--- src/rtl/muldiv_unit.sv ---
// Signed 32-bit multiply/divide unit with architectural HI/LO and a fixed-latency busy window.
// Results land in HI/LO N cycles after accept; starts are only accepted while idle.
module muldiv_unit #(
    parameter int MULT_CYCLES = 5,
    parameter int DIV_CYCLES  = 10
) (
    input  logic        clk,
    input  logic        reset_n,
    input  logic        start,
    input  logic        mult_E,
    input  logic        div_E,
    input  logic        mfhi_E,
    input  logic        mflo_E,
    input  logic [31:0] rs_E,
    input  logic [31:0] rt_E,
    output logic        busy,
    output logic [31:0] hilo_out,
    output logic [31:0] hi,
    output logic [31:0] lo
);

    typedef enum logic {
        IDLE = 1'b0,
        RUN  = 1'b1
    } state_t;

    state_t      state;
    logic [3:0]  cnt;
    logic [31:0] p_hi;
    logic [31:0] p_lo;
    logic        p_wr;

    logic [63:0] product;
    logic        a_neg;
    logic        b_neg;
    logic [31:0] a_mag;
    logic [31:0] b_mag;
    logic [31:0] b_safe;
    logic [31:0] uquot;
    logic [31:0] urem;
    logic [31:0] quot;
    logic [31:0] rem;
    logic        div_zero;

    assign product = $signed({{32{rs_E[31]}}, rs_E}) * $signed({{32{rt_E[31]}}, rt_E});

    // Divide on magnitudes so the 0x80000000 / -1 case wraps to 0x80000000 with no special path.
    assign a_neg    = rs_E[31];
    assign b_neg    = rt_E[31];
    assign a_mag    = a_neg ? (~rs_E + 32'd1) : rs_E;
    assign b_mag    = b_neg ? (~rt_E + 32'd1) : rt_E;
    assign div_zero = (rt_E == 32'd0);
    assign b_safe   = div_zero ? 32'd1 : b_mag;
    assign uquot    = a_mag / b_safe;
    assign urem     = a_mag % b_safe;
    assign quot     = (a_neg ^ b_neg) ? (~uquot + 32'd1) : uquot;
    assign rem      = a_neg ? (~urem + 32'd1) : urem;

    always_ff @(posedge clk or negedge reset_n) begin
        if (!reset_n) begin
            state <= IDLE;
            busy  <= 1'b0;
            cnt   <= 4'd0;
            p_hi  <= 32'd0;
            p_lo  <= 32'd0;
            p_wr  <= 1'b0;
            hi    <= 32'd0;
            lo    <= 32'd0;
        end else begin
            case (state)
                IDLE: begin
                    if (start && mult_E) begin
                        p_hi  <= product[63:32];
                        p_lo  <= product[31:0];
                        p_wr  <= 1'b1;
                        cnt   <= 4'(MULT_CYCLES);
                        state <= RUN;
                        busy  <= 1'b1;
                    end else if (start && div_E) begin
                        p_hi  <= rem;
                        p_lo  <= quot;
                        p_wr  <= !div_zero;
                        cnt   <= 4'(DIV_CYCLES);
                        state <= RUN;
                        busy  <= 1'b1;
                    end
                end
                RUN: begin
                    if (cnt == 4'd1) begin
                        if (p_wr) begin
                            hi <= p_hi;
                            lo <= p_lo;
                        end
                        cnt   <= 4'd0;
                        state <= IDLE;
                        busy  <= 1'b0;
                    end else begin
                        cnt <= cnt - 4'd1;
                    end
                end
                default: begin
                    state <= IDLE;
                    busy  <= 1'b0;
                end
            endcase
        end
    end

    always_comb begin
        hilo_out = 32'd0;
        if (mfhi_E)
            hilo_out = hi;
        else if (mflo_E)
            hilo_out = lo;
    end

endmodule

--- config.mk ---
export PLATFORM = sky130hd
export DESIGN_NAME = muldiv_unit
export DESIGN_NICKNAME = d
export VERILOG_FILES = /design/src/rtl/muldiv_unit.sv
export SDC_FILE = /design/constraint.sdc
export NUM_CORES = 2
export LEC_CHECK = 0
export CAP_MARGIN = 20
export CORE_AREA = 5 5 364 544
export DETAILED_ROUTE_END_ITERATION = 8
export DIE_AREA = 0 0 369 549
export GPL_ROUTABILITY_DRIVEN = 0
export GPL_TIMING_DRIVEN = 0
export PLACE_DENSITY_LB_ADDON = 0.08
export SLEW_MARGIN = 5
export SYNTH_ARGS = -nofsm -noshare
export SYNTH_HDL_FRONTEND = slang
export SYNTH_SLANG_ARGS = --single-unit
--- constraint.sdc ---
create_clock -name clk -period 3.9 [get_ports clk]
set_clock_uncertainty 0.15 [all_clocks]
set_input_delay 0.39 -clock clk [delete_from_list [all_inputs] [get_ports clk]]
set_output_delay 0.39 -clock clk [all_outputs]
set_load 0.02 [all_outputs]
---- Word level (Yosys, flattened, before mapping) ----
Cells that the tools add are included.
operators by class
  add/subtract/negate cells ............... 5
  multiply operators ...................... 1
  div/mod/pow operators ................... 2
  eq/ne operators ......................... 3
  muxes and demuxes ....................... 25
  bitwise logic cells ..................... 6
  reductions and logical operators ........ 8
operators by type and width
  operator                 number
  $mux W32                 11
  $add A32 B1 Y32 const B  4
  $not A32 Y32             4
  $mul A32 B32 Y64         1
  $div A32 B32 Y32         1
  $logic_not A32 Y1        1
  $mod A32 B32 Y32         1
  $mux W4                  3
  $mux W1                  8
  $pmux W4 S2              1
  $eq A4 B1 Y1 const B     1
  $pmux W1 S2              2
  $reduce_and A2 Y1        2
  $sub A4 B1 Y4 const B    1
  $ne A3 B3 Y1 const B     1
  $reduce_and A3 Y1        1
  $logic_and A1 B1 Y1      2
  $ne A2 B1 Y1 const B     1
  $reduce_bool A2 Y1       1
  $logic_not A1 Y1         1
  $not A1 Y1               1
  $xor A1 B1 Y1            1
word-level totals
  register bits after elaboration ......... 135
  input bits .............................. 71
  output and inout bits ................... 97
  word-level logic and storage cells ...... 58

---- Longest topological paths before layout ----
  depth after elaboration ................. 10
  mapped depth ............................ 388
  mapped depth without buffers ............ 348

---- Least setup slack after synthesis ----
No wires, ideal clock.
  path type ............................... in2reg
  start ................................... input port rt_E[5]
  end ..................................... register p_hi[26]
  setup time .............................. 0.066 ns
  data arrival time ....................... 79.510 ns
  data required time ...................... 3.684 ns
  path slack .............................. -75.826 ns
  stages .................................. 358
  path buffers ............................ 72
  cell sequence ........................... buf_2 -> or4_4 -> buf_6 -> o41ai_1 -> xor2_1 -> nand2_1 -> or4_1 -> buf_2 -> nor3_1 -> o2111ai_1 -> mux2i_1 -> ha_1 -> or4b_2 -> nand2_1 -> nor2_1 -> a31oi_1 -> inv_1 -> ha_1 -> [... 322 more ...] -> o21a_1 -> clkbuf_1 -> inv_1 -> clkbuf_1 -> clkbuf_1 -> buf_1 -> nor2_1 -> a21oi_1 -> ha_1 -> nand2_1 -> nor3_1 -> nand4_1 -> nor3_1 -> nand4bb_1 -> o31ai_1 -> xnor2_1 -> nand3_1 -> nand2_1
on the way
  cells in the longest elaborated chain, start to end .. 10
ends and longest elaborated chain
  element                 line  text
  start: declaration      15    input logic [31:0] rt_E,
  $not A32 Y32            51    assign b_mag = b_neg ? (~rt_E + 32'd1) : rt_E;
  $add A32 B1 Y32         51
  $mux W32                51
  $mux W32                53    assign b_safe = div_zero ? 32'd1 : b_mag;
  $mod A32 B32 Y32        55    assign urem = a_mag % b_safe;
  $not A32 Y32            57    assign rem = a_neg ? (~urem + 32'd1) : urem;
  $add A32 B1 Y32         57
  $mux W32                57
  $mux W32                79    end else if (start && div_E) begin
  $mux W32 (*)            72    if (start && mult_E) begin
  end signal: assignment  73    p_hi <= product[63:32];
  end signal: assignment  80    p_hi <= rem;
  end: declaration        29    logic [31:0] p_hi;
Mark *: on every way between the ends. The rest lies on a longest branch, timed or not. The select of a mux whose other input is x is not followed.
A chain may end at the register's enable or synchronous reset.

---- Worst setup path in the final report ----
  start ................................... input port rt_E[11]
  end ..................................... register p_hi[25]
Same word-level chain as after synthesis.

==> impl_metrics.yaml <==
yosys:
  yosys.area_share.simple: 0.200
  synth_seq_area_share: 0.0441
  synth-seq-cells: 135
  synth_cell_type_count: 109
  syn_nets: 11700
  synth_ff_type: "dfrtp_1"
  synth_mux_area_frac: 0.0184
  synth_xor_area_frac: 0.0652
  synth_enable_flop_cells: 0
  synth_top_family_by_area: "adder cells"
  synthArstFlopShare: 1.00
  syn_area_um2: 76500
  synth_compound_area_frac: 0.186
  synth_adder_area_share: 0.401
  yosys_warnings: 0
  synth.avg_cell_area_um2: 7.79
  synthCells: 9822
sta:
  tightest_slew_ns: 1.47
  maxSlewHeadroom: 0.0220
  fin_crit_ns: 73.81
  hold_viol: 0
  timing.fmax_mhz: 13.5
  fin_crit_sh: 18.9
  rsz0062_at_grt: "yes"
  fin_ws_ns: -69.91
  report.final.slew_viol_count: 0
  finalSetupViolCount: 64
global_route:
  grt_pass1_vias: 83400
  grt_pass1_wl_um: 599000
  grt_max_degree: 89
  antenna_found_initial: 63
  grt.total_usage: 0.413
  grt-ovfl-total: 0
hold_path:
  hp-class: "input port to asynchronous set/reset pin"
clock_tree:
  cts_tree: "built"
  clock_latency_ns: 0.48
  clkTransAtPathRegs_ns: 0.08
  clockRootBuffer: "clkbuf_16"
  cts_sinks: 135
  htree_levels: 4
  clock_path_buffers: 2
  cts_buffers: 17
die:
  die_height_um: 549
  die_w_um: 369
  core_area_um2: 193000
  die-area_um2: 203000
  start_util: 0.396
  io_pins: 168
  std_cell_rows: 198
worst_setup_path:
  slowest_delay_ns: 0.64
  cpMaxStageDelayCell: "or4_4"
  required_ns: 4.10
  critical_path_arrival_ns: 74.01
  critPathKind: "input port to register"
  r2r-start: "cnt[1]$_DFFE_PN0P_"
  worstSetupEndpointType: "register"
  path_max_fanout: 11
  cp-start-kind: "input port"
  startpoint: "rt_E[11]"
  crit_family: "compound AO/OA/AOI/OAI gates"
  cp_common_cell: "ha_4"
  worst-path-buf-inv: 78
placement:
  dp_cells: 12500
  dp_slack_ns: -91.08
  dp_hpwl_um: 344000
  port-buffer-count: 132
  placed_area_um2: 85100
drt:
  wl_per_cell_um: 32.6
  viasPerCell: 6.28
  vias: 83200
  wirelength_um: 432000
  drc_errors: 0
  first_iter_violations: 8721
  firstDrtPassIters: 8
  ant_nets: 0
finish:
  area_growth_pct: 27.9
  drive_above_1_share: 0.203
  final_nets: 12600
  final_area_um2: 97900
  stdcell_count: 13300
outcome:
  failed_checks: "capacitance limit, setup timing"
  status: "finished with violations"
flow_run:
  drv_cap: 1
cells in the mapped netlist (185+ instances only):
cell type	n	share of area
clkbuf_1	336	0.016
o21ai_0	419	0.027
xor2_1	194	0.022
inv_1	1261	0.062
and2_1	273	0.022
fa_1	1083	0.28
nor2_1	682	0.033
a21oi_1	587	0.038
nand2_1	1422	0.070
ha_1	720	0.12
xnor2_1	376	0.043
a21o_1	199	0.020
nand3_1	185	0.012
flip-flops by register name, indices dropped and copies added (netlist names):
register	cells
p_hi	32
p_lo	32
state	1
lo	32
hi	32
p_wr	1
busy	1
cnt	4
routing by layer:
metal | up-vias | global-route usage | wire [um]
met1 | 41100 | 0.427 | 139000
met2 | 5226 | 0.649 | 189000
met3 | 2188 | 0.132 | 46100
met4 | 22 | 0.411 | 58000
met5 | - | 0 | 147
li1 | 34700 | - | -
placed cells by master, fill, tap and decap left out, types with 208 or more instances in the layout:
cell / count
fa_1: 1081
inv_1: 1245
xnor2_1: 344
clkbuf_1: 208
nor2_1: 602
o21ai_0: 268
a21oi_1: 454
buf_4: 616
nand2_1: 1353
ha_1: 601
and2_1: 260
kinds of logic after synthesis:
family,after synthesis
AOI/OAI and AO/OA,2165
muxes,128
DFF,135
buffers and inverters,1723
xor gates and xnor gates,570
and+or+nand+nor,3298
adders and majority gates,1803
repair_timing:
item | in CTS | in global routing
setup endpoints to repair | 65 | 65
resized for setup | 964 | 483
cloned | 4 | 10
hold endpoints to repair | 47 | 0
hold buffers | 1 | 0
buffers inserted | 394 | 236
pin swaps | 332 | 370
worst reg2reg max path, stage by stage (launching register included):
cell and delay [ns]:
dfrtp_1 0.40, inv_1 0.09, ha_1 0.18, and2_1 0.16, and3_1 0.16, clkbuf_1 0.79
clkbuf_1 0.92, mux2_2 0.44
metrics by stage:
step                 util  hold WS (ns)  setup TNS (ns)
floorplan               -       -0.0556        -3902.23
global route        0.506         0.323        -4480.44
detailed placement  0.440         0.212        -5742.96
finish              0.506         0.291        -4406.58
CTS                 0.483         0.283        -4355.64
global placement    0.432         0.316        -6452.02
cell type report:
type	instances	area (um2)
Clock inverter	15	204
Multi-Input combinational cell	7965	74200
Buffer	456	3540
Fill cell	18800	95400
Antenna cell	36	90.1
Clock buffer	17	425
Inverter	1261	4760
Tap cell	2500	3130
Timing Repair Buffer	870	8100
Sequential cell	135	3380
final timing paths:
kind	endpoint	slack, ns	depth (start not counted)
worst min register to register	p_hi[2]$_DFFE_PN0P_	0.34	2
worst min-delay path	lo[13]$_DFFE_PN0P_	0.29	2
max in group asynchronous	p_hi[24]$_DFFE_PN0P_	2.46	3
min in group clk	p_hi[2]$_DFFE_PN0P_	0.34	2
worst max-delay path	p_hi[25]$_DFFE_PN0P_	-69.91	363
worst max register to register	lo[23]$_DFFE_PN0P_	0.50	7
Power is not shown: default switching activity piles up to over one toggle a cycle in this logic, so the estimate is an artifact.
